<file path="src/rtl/multicycle_controller.sv">
// Multicycle CPU control unit: Moore FSM that sequences a 4-byte instruction
// fetch, decode and the per-opcode execute/writeback steps, driving datapath
// selects and enables from the current state.
module multicycle_controller (
  input  logic       clk,
  input  logic       reset,
  input  logic [5:0] op,
  input  logic [5:0] funct,
  input  logic       zero,
  output logic       pcen,
  output logic       iord,
  output logic       memwrite,
  output logic [3:0] irwrite,
  output logic       regdst,
  output logic       memtoreg,
  output logic       regwrite,
  output logic       alusrca,
  output logic [1:0] alusrcb,
  output logic [2:0] alucont,
  output logic [1:0] pcsource,
  output logic [3:0] state
);

  typedef enum logic [3:0] {
    FETCH1  = 4'd0,
    FETCH2  = 4'd1,
    FETCH3  = 4'd2,
    FETCH4  = 4'd3,
    DECODE  = 4'd4,
    MEMADR  = 4'd5,
    LBRD    = 4'd6,
    LBWR    = 4'd7,
    SBWR    = 4'd8,
    RTYPEEX = 4'd9,
    RTYPEWR = 4'd10,
    BEQEX   = 4'd11,
    JEX     = 4'd12,
    ADDIEX  = 4'd13,
    ADDIWR  = 4'd14
  } state_t;

  localparam logic [5:0] OP_LB    = 6'b100000;
  localparam logic [5:0] OP_SB    = 6'b101000;
  localparam logic [5:0] OP_RTYPE = 6'b000000;
  localparam logic [5:0] OP_BEQ   = 6'b000100;
  localparam logic [5:0] OP_J     = 6'b000010;
  localparam logic [5:0] OP_ADDI  = 6'b001000;

  localparam logic [2:0] ALU_ADD = 3'b010;
  localparam logic [2:0] ALU_SUB = 3'b110;
  localparam logic [2:0] ALU_AND = 3'b000;
  localparam logic [2:0] ALU_OR  = 3'b001;
  localparam logic [2:0] ALU_SLT = 3'b111;

  state_t cur;

  // Map an R-type funct field to an ALU operation; unknown codes fall back to add.
  function automatic logic [2:0] funct_to_alu(input logic [5:0] f);
    case (f)
      6'b100000: funct_to_alu = ALU_ADD;
      6'b100010: funct_to_alu = ALU_SUB;
      6'b100100: funct_to_alu = ALU_AND;
      6'b100101: funct_to_alu = ALU_OR;
      6'b101010: funct_to_alu = ALU_SLT;
      default:   funct_to_alu = ALU_ADD;
    endcase
  endfunction

  // True when the funct field is one of the supported R-type operations.
  function automatic logic funct_known(input logic [5:0] f);
    case (f)
      6'b100000, 6'b100010, 6'b100100, 6'b100101, 6'b101010: funct_known = 1'b1;
      default: funct_known = 1'b0;
    endcase
  endfunction

  // State register with next-state rules; reset (active-low) returns to FETCH1.
  always_ff @(posedge clk) begin
    if (!reset) begin
      cur <= FETCH1;
    end else begin
      case (cur)
        FETCH1:  cur <= FETCH2;
        FETCH2:  cur <= FETCH3;
        FETCH3:  cur <= FETCH4;
        FETCH4:  cur <= DECODE;
        DECODE: begin
          case (op)
            OP_LB, OP_SB: cur <= MEMADR;
            OP_RTYPE:     cur <= RTYPEEX;
            OP_BEQ:       cur <= BEQEX;
            OP_J:         cur <= JEX;
            OP_ADDI:      cur <= ADDIEX;
            default:      cur <= FETCH1;
          endcase
        end
        MEMADR:  cur <= (op == OP_LB) ? LBRD : SBWR;
        LBRD:    cur <= LBWR;
        RTYPEEX: cur <= RTYPEWR;
        ADDIEX:  cur <= ADDIWR;
        default: cur <= FETCH1;
      endcase
    end
  end

  // Moore outputs decoded from the state; BEQ's pcen follows zero, and the
  // architectural enables are gated off while reset is held low.
  always_comb begin
    pcen     = 1'b0;
    iord     = 1'b0;
    memwrite = 1'b0;
    irwrite  = 4'b0000;
    regdst   = 1'b0;
    memtoreg = 1'b0;
    regwrite = 1'b0;
    alusrca  = 1'b0;
    alusrcb  = 2'b00;
    alucont  = 3'b000;
    pcsource = 2'b00;
    case (cur)
      FETCH1, FETCH2, FETCH3, FETCH4: begin
        alusrcb = 2'b01;
        alucont = ALU_ADD;
        pcen    = 1'b1;
        irwrite = 4'b0001 << cur[1:0];
      end
      DECODE: begin
        alusrcb = 2'b11;
        alucont = ALU_ADD;
      end
      MEMADR, LBRD, SBWR: begin
        alusrca  = 1'b1;
        alusrcb  = 2'b10;
        alucont  = ALU_ADD;
        iord     = (cur != MEMADR);
        memwrite = (cur == SBWR);
      end
      LBWR: begin
        memtoreg = 1'b1;
        regwrite = 1'b1;
      end
      RTYPEEX, RTYPEWR: begin
        alusrca  = 1'b1;
        alucont  = funct_to_alu(funct);
        regdst   = (cur == RTYPEWR);
        regwrite = (cur == RTYPEWR) && funct_known(funct);
      end
      ADDIEX, ADDIWR: begin
        alusrca  = 1'b1;
        alusrcb  = 2'b10;
        alucont  = ALU_ADD;
        regwrite = (cur == ADDIWR);
      end
      BEQEX: begin
        alusrca  = 1'b1;
        alucont  = ALU_SUB;
        pcsource = 2'b01;
        pcen     = zero;
      end
      JEX: begin
        pcsource = 2'b10;
        pcen     = 1'b1;
      end
      default: ;
    endcase
    if (!reset) begin
      pcen     = 1'b0;
      memwrite = 1'b0;
      irwrite  = 4'b0000;
      regwrite = 1'b0;
    end
  end

  assign state = cur;

endmodule

</file>
<file path="config.mk">
export PLATFORM = sky130hd
export DESIGN_NAME = multicycle_controller
export DESIGN_NICKNAME = d
export VERILOG_FILES = /design/src/rtl/multicycle_controller.sv
export SDC_FILE = /design/constraint.sdc
export NUM_CORES = 1
export LEC_CHECK = 0
export CORE_MARGIN = 2
export CORE_UTILIZATION = 38
export DETAILED_ROUTE_END_ITERATION = 16
export PLACE_DENSITY_LB_ADDON = 0.15
export SYNTH_ARGS = -nofsm -noshare
export SYNTH_HDL_FRONTEND = slang
export SYNTH_SLANG_ARGS = --single-unit
</file>
<file path="constraint.sdc">
create_clock -name clk -period 4.6 [get_ports clk]
set_clock_uncertainty 0.1 [all_clocks]
set_input_delay 0.92 -clock clk [delete_from_list [all_inputs] [get_ports clk]]
set_output_delay 0.92 -clock clk [all_outputs]
set_load 0.02 [all_outputs]
</file>
==> metrics <==
total track usage=0.201; initial antenna violation count=0; Max Cap Viol=0; WL/cell=13.4 um; first-pass GRT wire length=2830 um; Core Area=1470 sq um; post-route insts no fill=137; multi-input combinational cell area=~460 sq um; Synth top area share=0.137; sequential area share after synthesis=0.137; Cell Int Power=0.0996 mW; final WL=~1800 um; layout cells sized above 1=0.0661; setup TNS=0 ns; Reg clk slew, reported paths=around 0.040 ns; initial DRC count=22; Placer Congestion=0.834; Std-Cell Rows=14; H-tree levels=1; Final Hold Viols=0; ant diodes=0; Post-Place Cells=134; Post-synth top flop=dfxtp_1; Sw Share=0.354; critical path required time=3.58 ns; largest area contributor in the netlist=dfxtp_1; maximum VDD drop=0.000114 V; combinational share of power=0.405; post-route ant nets=0; register area=approximately 80 sq um; leakage=0.341 nW; CTS tree=built; worst r2r src=state[2]; die height=43.2 um; fin nets=138; worst r2r path cells=4; Critical Path AT=2.63 ns; Switch Pwr=roughly 0.054 mW; synth unique cells=35; Post-synth EDFFs=0; # hold bufs at CTS=0; largest net degree at the start of global routing=19; Synthesis Warnings=0; Initial Utilization=0.396; Reg power frac=0.295; Synth Cell Area=583 sq um; Clock power frac=0.300; actual slew at the worst max-slew pin=a little under 0.6 ns; number of CTS-inserted buffers=3; Rel. slew slack=0.607; Yosys reg bits=4; post-synthesis cell count=88; # IOs=37; crit start category=primary input; via count=772; Layout area overhead=63.3%; root buffer cell=clkbuf_4; status=complete, no violations; Via density=about 5.6; FMAX=274 MHz; Remaining DRCs=0; die area=1860 sq um; FILL cells=about 160; pins over their slew limit=0; Hold Path Class=reg -> reg; # port buffers=36; worst setup path startpoint=funct[2]; Post-CTS Setup Bufs=0; post-cts gate resize count=0; syn avg cell area=6.63 sq um; crit path max fanout=3; clock period minus worst slack=3.65 ns; TritonRoute pass-1 iters=4; async set-reset flop share out of synthesis=0; PwrDens=162 nW/um^2; vias in the first global route=~670; Sink Count=4; worst setup path end=regwrite; Die Width=43.2 um; Final setup violation count=0; max reg flops=4; GR Overflow Total=0; RSZ-0062 raised after global routing=false; Clock Tree Buf Depth=2; R2R setup slack=around 2.7 ns; largest cells by area after synthesis=dfxtp_1 (14%), a21oi_1 (8.6%), nor2_1 (7.7%), nand2b_1 (5.4%), nor3b_1 (5.2%); syn_nets=103; clk_lat worst skew=0.24 ns; CP endpoint kind=output port; FF-to-FF End=state[2]; WS Path Type=in -> out; final period utilization=0.793; DP HPWL=around 1300 um
per-stage QoR:
stage / util / setup slack [ns] / power (mW) / instance area [sq um] / hold slack (ns)
CTS: 0.647 / 0.944 / 0.154 / 952 / 0.689
floorplan: - / 1.91 / 0.0781 / 583 / 0.642
global placement: 0.632 / 0.955 / 0.107 / 930 / 0.669
detailed placement: 0.632 / 0.950 / 0.108 / 930 / 0.681
finish: 0.647 / 0.951 / 0.154 / 952 / 0.709
global route: 0.647 / 0.827 / 0.164 / 952 / 0.751
power by group through the flow:
stage                     logic, mW  registers [mW]  clock network (mW)
after floorplan              0.0367          0.0414                   0
final                        0.0624          0.0455              0.0462
after global placement       0.0612          0.0457                   0
after detailed placement     0.0623          0.0458                   0
after global routing         0.0673          0.0460              0.0503
after CTS                    0.0625          0.0453              0.0465
final cells by class:
type                            instances  area share
Sequential cell                         4      0.0841
Clock buffer                            3      0.0237
Multi-Input combinational cell         76       0.485
Inverter                                2     0.00788
Tap cell                               16      0.0210
Timing Repair Buffer                   36       0.378
cell usage after synthesis, types with 2 or more instances:
library cell  instances
nand2b_1              5
nor3b_1               4
clkbuf_1              2
o21ai_0               2
a21oi_1              10
o21a_1                2
dfxtp_1               4
a22oi_1               2
and3_1                4
buf_2                 3
nand3_1               3
inv_1                 2
nor3_2                2
nand2_1               6
o22ai_1               2
nor2_1               12
xor2_1                2
nor2b_1               4
worst min-delay path by stage:
stage	slack, ns	start	depth (start not counted)	to
4_1_cts	0.69	state[3]	2	state[3]
3_5_place_dp	0.68	state[3]	2	state[3]
6_report	0.71	state[3]	2	state[3]
5_1_grt	0.75	state[3]	1	state[0]
3_3_place_gp	0.67	state[3]	2	state[3]
2_1_floorplan	0.64	state[1]	3	state[3]
routing by layer:
layer / global-route usage / vias to the layer above / part of all wire / wire, um
met4: 0.0909 / 0 / 0.013 / 24
met2: 0.325 / 34 / 0.49 / 889
li1: - / 385 / - / -
met1: 0.253 / 349 / 0.44 / 807
met3: 0.0383 / 4 / 0.059 / 108
met5: 0 / - / 0 / 0
cell usage in the layout, fill, tap and decap left out, drive strengths merged:
| cell type | count |
|---|---|
| clkbuf | 3 |
| nor2b | 4 |
| and2b | 1 |
| o22ai | 2 |
| nand3 | 3 |
| clkdlybuf4s50 | 36 |
| nor3b | 4 |
| or3 | 1 |
| nand2b | 5 |
| a31o | 1 |
| nor2 | 12 |
| or2 | 1 |
| and3 | 4 |
| nor4 | 1 |
| a41oi | 1 |
| nor3 | 3 |
| a22oi | 2 |
| o31a | 1 |
| a21oi | 10 |
| a31oi | 1 |
| and2 | 1 |
| xor2 | 2 |
| a21boi | 1 |
| o21a | 2 |
| o2bb2ai | 1 |
| inv | 2 |
| o21ai | 2 |
| or4 | 1 |
| o211ai | 1 |
| mux2i | 1 |
| nand2 | 6 |
| dfxtp | 4 |
| xnor2 | 1 |
cell families (layout without fill, tap and decap cells):
| logic type | Yosys count | after routing | synth area share |
|---|---|---|---|
| AND/OR/NAND/NOR | 47 | 47 | 0.457 |
| multiplexers | 1 | 1 | 0.0172 |
| AO/OA/AOI/OAI | 25 | 25 | 0.273 |
| buffers and inverters | 8 | 41 | 0.0708 |
| XOR/XNOR | 3 | 3 | 0.0451 |
| flip-flops | 4 | 4 | 0.137 |
critical path, stage by stage:
cell and delay (ns):
clkdlybuf4s50_1 0.50, mux2i_1 0.19, a31o_1 0.16, o2bb2ai_1 0.10, and3_1 0.16, clkdlybuf4s50_1 0.59
Note: power is estimated with default switching activity, not from simulation.
